`config.mk`:
```
export PLATFORM = sky130hd
export DESIGN_NAME = alu_pipe_cc
export DESIGN_NICKNAME = d
export VERILOG_FILES = /design/src/rtl/alu_pkg.sv /design/src/rtl/alu_core.sv /design/src/rtl/alu_pipe_cc.sv
export SDC_FILE = /design/constraint.sdc
export NUM_CORES = 1
export LEC_CHECK = 0
export CAP_MARGIN = 5
export CELL_PAD_IN_SITES_DETAIL_PLACEMENT = 2
export CELL_PAD_IN_SITES_GLOBAL_PLACEMENT = 2
export CORE_MARGIN = 10
export CORE_UTILIZATION = 30
export DETAILED_ROUTE_END_ITERATION = 8
export PLACE_DENSITY_LB_ADDON = 0.1
export SLEW_MARGIN = 20
export SYNTH_ARGS = -nofsm -noshare
export SYNTH_HDL_FRONTEND = slang
export SYNTH_SLANG_ARGS = --single-unit
```
`constraint.sdc`:
```
create_clock -name clk -period 29.2 [get_ports clk]
set_input_delay 2.92 -clock clk [delete_from_list [all_inputs] [get_ports clk]]
set_output_delay 2.92 -clock clk [all_outputs]
set_load 0.05 [all_outputs]
```
`src/rtl/alu_pkg.sv`:
```
// Shared definitions for the pipelined Y86-64 OPq ALU: op encodings, flag
// bundle and the architectural condition-code reset value.
package alu_pkg;

    typedef enum logic [1:0] {
        ALU_ADD = 2'd0,
        ALU_SUB = 2'd1,
        ALU_AND = 2'd2,
        ALU_XOR = 2'd3
    } alu_op_e;

    typedef struct packed {
        logic zf;
        logic sf;
        logic of;
    } alu_flags_t;

    // After reset the machine looks as if the last result was zero.
    localparam alu_flags_t CC_RESET = '{zf: 1'b1, sf: 1'b0, of: 1'b0};

endpackage

```
`src/rtl/alu_core.sv`:
```
// Combinational OPq datapath: ripple-carry add with B inversion for SUB,
// plus bitwise AND/XOR, producing the result and its ZF/SF/OF flags.
module alu_core
    import alu_pkg::*;
#(
    parameter int WIDTH = 64
) (
    input  logic [1:0]       op,
    input  logic [WIDTH-1:0] a,
    input  logic [WIDTH-1:0] b,
    output logic [WIDTH-1:0] result,
    output logic             zf,
    output logic             sf,
    output logic             of
);

    logic             sub;
    logic             arith;
    logic [WIDTH-1:0] b_eff;
    logic [WIDTH-1:0] sum;
    logic [WIDTH-1:0] carry;

    assign sub      = (op == ALU_SUB);
    assign arith    = (op == ALU_ADD) || sub;
    assign b_eff    = sub ? ~b : b;
    assign carry[0] = sub;

    genvar gi;
    generate
        for (gi = 0; gi < WIDTH; gi++) begin : g_ripple
            assign sum[gi] = a[gi] ^ b_eff[gi] ^ carry[gi];
            // The carry out of the top bit is never needed, so the chain stops one short.
            if (gi < WIDTH - 1) begin : g_carry
                assign carry[gi+1] = (a[gi] & b_eff[gi]) | (carry[gi] & (a[gi] ^ b_eff[gi]));
            end
        end
    endgenerate

    always_comb begin
        result = sum;
        case (alu_op_e'(op))
            ALU_AND: result = a & b;
            ALU_XOR: result = a ^ b;
            default: result = sum;
        endcase
    end

    // With B already inverted for SUB, both overflow rules reduce to: the
    // adder inputs agree in sign and the sum's sign disagrees with them.
    assign of = arith && (a[WIDTH-1] == b_eff[WIDTH-1]) && (result[WIDTH-1] != a[WIDTH-1]);
    assign zf = (result == '0);
    assign sf = result[WIDTH-1];

endmodule

```
`src/rtl/alu_pipe_cc.sv`:
```
// Pipelined OPq ALU with valid/ready handshake, flush, and the architectural
// condition-code register that is loaded as flag-setting results retire.
module alu_pipe_cc
    import alu_pkg::*;
#(
    parameter int WIDTH   = 64,
    parameter int LATENCY = 2
) (
    input  logic             clk,
    input  logic             rst,
    input  logic             in_valid,
    output logic             in_ready,
    input  logic [1:0]       in_op,
    input  logic [WIDTH-1:0] in_a,
    input  logic [WIDTH-1:0] in_b,
    input  logic             in_set_cc,
    input  logic             flush,
    output logic             out_valid,
    input  logic             out_ready,
    output logic [WIDTH-1:0] out_result,
    output logic             out_zf,
    output logic             out_sf,
    output logic             out_of,
    output logic             cc_zf,
    output logic             cc_sf,
    output logic             cc_of
);

    logic [WIDTH-1:0] core_result;
    logic             core_zf;
    logic             core_sf;
    logic             core_of;
    alu_flags_t       core_flags;

    alu_core #(
        .WIDTH (WIDTH)
    ) u_core (
        .op     (in_op),
        .a      (in_a),
        .b      (in_b),
        .result (core_result),
        .zf     (core_zf),
        .sf     (core_sf),
        .of     (core_of)
    );

    assign core_flags = '{zf: core_zf, sf: core_sf, of: core_of};

    logic             valid_reg  [LATENCY];
    logic             set_cc_reg [LATENCY];
    logic [WIDTH-1:0] result_reg [LATENCY];
    alu_flags_t       flags_reg  [LATENCY];
    alu_flags_t       cc_reg;

    logic adv;
    logic retire;

    assign adv      = !valid_reg[LATENCY-1] || out_ready;
    assign in_ready = adv && !flush && !rst;
    // A flush in the same cycle cancels the handshake, so the beat never counts as retired.
    assign retire   = valid_reg[LATENCY-1] && out_ready && !flush;

    always_ff @(posedge clk) begin
        if (rst) begin
            for (int i = 0; i < LATENCY; i++) begin
                valid_reg[i]  <= 1'b0;
                set_cc_reg[i] <= 1'b0;
                result_reg[i] <= '0;
                flags_reg[i]  <= '0;
            end
        end else if (flush) begin
            for (int i = 0; i < LATENCY; i++) begin
                valid_reg[i] <= 1'b0;
            end
        end else if (adv) begin
            valid_reg[0]  <= in_valid && in_ready;
            set_cc_reg[0] <= in_set_cc;
            result_reg[0] <= core_result;
            flags_reg[0]  <= core_flags;
            for (int i = 1; i < LATENCY; i++) begin
                valid_reg[i]  <= valid_reg[i-1];
                set_cc_reg[i] <= set_cc_reg[i-1];
                result_reg[i] <= result_reg[i-1];
                flags_reg[i]  <= flags_reg[i-1];
            end
        end
    end

    always_ff @(posedge clk) begin
        if (rst) begin
            cc_reg <= CC_RESET;
        end else if (retire && set_cc_reg[LATENCY-1]) begin
            cc_reg <= flags_reg[LATENCY-1];
        end
    end

    assign out_valid  = valid_reg[LATENCY-1];
    assign out_result = result_reg[LATENCY-1];
    assign out_zf     = flags_reg[LATENCY-1].zf;
    assign out_sf     = flags_reg[LATENCY-1].sf;
    assign out_of     = flags_reg[LATENCY-1].of;
    assign cc_zf      = cc_reg.zf;
    assign cc_sf      = cc_reg.sf;
    assign cc_of      = cc_reg.of;

endmodule

```
==> impl_results.md <==
* Status: finished, final reports clean
* DP HPWL at roughly 22,000 um
* Buffers on Ports at slightly above 200
* R2R cell count at 3
* Max FFs per register at 126
* FMAX at 0.0353 GHz
* CP max stage cell: clkdlybuf4s50_1
* Total Wirelength at 28,800 um
* Area Growth Syn to Fin at 27.7%
* Sink Count at 139
* Layout cells sized above 1 at 0.110
* Max VDD drop at between 0.03 and 0.04 mV
* Yosys warns at 0
* DP Area at 12,200 um^2
* Reg clk slew, reported paths at 70 ps
* Core Util, Final at 0.387
* GP Congestion at 0.741
* Max transition margin at 0.337
* EDFF count, synth at 136
* Mapped cell area at 10,100 um^2
* Synth Instances at between 800 and 900
* Syn nets at around 1,100
* Final setup vio count at 0
* Pre-CTS setup slack at -1280 ps
* LEAKAGE at 5.27 nW
* First-pass GRT wire length at 44,200 um
* Worst Setup End Kind: flop
* Final period util at 0.971
* Hold_sp: cc_zf
* Largest fanout on the critical path at 4
* TritonCTS buffer count at 17
* GRT overflow at 0
* Hold Crit Endpoint: cc_zf
* Final Hold Vio Count at 0
* DR vias/cell at 4.43
* Layout Cells excl Fill at approximately 1,400
* Vias in the first global route at slightly above 7,000
* Filler Cell Count at 3,399
* Largest net degree at the start of global routing at 74
* Starting density of the core at 0.303
* Count of state elements after synthesis at 139
* First drt pass iteration count at 4
* RR Startpoint: valid_reg[0][1]
* Worst-Margin Slew at between 900 and 1000 ps
* Total Nets Final at 1,205
* Final instance area at 12,900 um^2
* Final Worst Setup Slack at 840 ps
* Clk root buf: clkbuf_16
* Ys async rst share at 0
* Max Cap Viol at 0
* RSZ-0062 raised after global routing: no
* Worst Hold Class: flop to flop
* Die X at 204 um
* Hold slack at about 480 ps
* Setup TNS Final at 0 ps
* WP data required at ~29,000 ps
* Die Span Y at 204 um
* Setup Fix Bufs, Post-CTS at 0
* Worst r2r dst: result_reg[0][99]
* Placed cells at 1,372
* Rows at 67
* Register area share after synthesis at 0.409
* Post-detailed-route wirelength per cell at 20.5 um
* Core ar. at 33,400 um^2
* Worst skew pair latency at 450 ps
* Mean post-synth cell area at 12.6 um^2
* CTS tree: done
* Yosys cell types at 36
* Routed Antenna Nets at 0
* Initial DRC Count at 170
* Hold path depth at 1
* Max incr delay on CP at 510 ps
* WP data arrival at 28,650 ps
* Setup crit start kind: primary input
* Total I/O pin count at 208
* Full die area at 41,600 um^2
* Clock tree buffer depth at 2
* Worst reg-to-reg setup slack at 26,420 ps
* Final Slew Violations at 0
* Antenna violations before repair at 2
* Worst path most repeated cell: fa_2
* Most used DFF post-synth: edfxtp_1
* Clk_skew at 6.31 ps
* H-tree Lvls at 4
* DRC viols at 0
* Tot Pwr at 673 uW
* Tmin final at 28,360 ps
* Total number of vias at 6,231
* Overall fraction of global-route tracks in use at 0.142
* Worst Setup Path Type: primary input to flop
* Power per cell area at between 50 and 60 nW/um^2
kinds of logic after synthesis:
kind of cell | count (synthesis) | synth area share
AND/OR/NAND/NOR | 175 | 0.107
buffers and inverters | 167 | 0.0961
flip-flops | 139 | 0.409
adder cells (fa/ha/maj) | 126 | 0.201
multiplexers | 124 | 0.123
XOR/XNOR | 64 | 0.0566
AO/OA/AOI/OAI | 11 | 0.00703
worst max-delay path, delay by kind of cell:
family	cells	cell delay, ps
buffers and inverters	4	690
muxes	1	220
adders and majority gates	62	23630
AOI/OAI and AO/OA	3	410
and+or+nand+nor	2	560
xor gates and xnor gates	1	180
report_power, final:
part,total (mW),switching [mW],internal [mW]
registers,0.244,0.00466,0.239
clock network,0.245,0.0934,0.152
logic,0.184,0.104,0.0801
worst max path at each step:
stage / start / to / slack [ps] / depth (start not counted)
after CTS: in_b[0] / flags_reg[0][0] / 30 / 73
final: in_b[0] / flags_reg[0][0] / 840 / 73
after global placement: in_b[0] / flags_reg[0][0] / -860 / 73
after detailed placement: in_b[0] / flags_reg[0][0] / -1280 / 73
after global routing: in_b[0] / flags_reg[0][0] / 20 / 73
after floorplan: in_op[0] / flags_reg[0][0] / 50 / 76
metal layers:
layer | track usage | vias to the layer above | routed length (um)
met5 | 0 | - | 13
met4 | 0.0456 | 2 | 391
met3 | 0.0385 | 23 | 1540
met2 | 0.245 | 128 | 14700
met1 | 0.167 | 3122 | 12200
li1 | - | 2956 | -
area by class of cell:
class	instances	area [um^2]	area share
multi-input cells	500	5170	0.399
flip-flops and latches	139	4140	0.320
repair buffers	219	2170	0.168
well taps	448	561	0.0433
clock buffers	18	429	0.0331
inverters	66	249	0.0192
clock inverters	14	219	0.0169
diodes	2	5.00	0.000387
cell usage after synthesis, types with 5 or more instances:
cell type / n / area share
edfxtp_1: 136 / 0.40
and2_1: 131 / 0.081
mux2i_1: 122 / 0.12
buf_4: 67 / 0.050
inv_1: 66 / 0.024
ha_1: 64 / 0.079
fa_1: 62 / 0.12
xnor2_1: 60 / 0.052
clkbuf_1: 14 / 0.0052
nor4_1: 12 / 0.0074
buf_2: 10 / 0.0049
buf_6: 9 / 0.010
nor2_1: 9 / 0.0033
a21oi_1: 5 / 0.0025
cell usage in the layout, fill, tap and decap left out, types with 2 or more instances in the layout:
cell type        instances
clkdlybuf4s50_1        205
edfxtp_1               136
and2_1                 131
mux2i_1                122
inv_1                   65
ha_1                    64
xnor2_1                 60
fa_2                    48
clkbuf_16               17
fa_1                    14
buf_4                   13
nor4_1                  12
nor2_1                   9
bufinv_16                5
a21oi_1                  4
xor2_1                   3
nand2b_1                 3
clkinv_2                 3
nand2_1                  3
nor4_2                   3
nand4_1                  3
dfxtp_1                  3
clkinv_4                 3
diode_2                  2
nor2b_1                  2
clkinvlp_4               2
inv_6                    2
repair_timing:
action,4_1_cts,5_1_grt
resized for setup,16,10
hold buffers,0,0
endpoints found under the setup margin,4,3
pin swaps,1,1
Note: power is estimated with default switching activity, not from simulation.
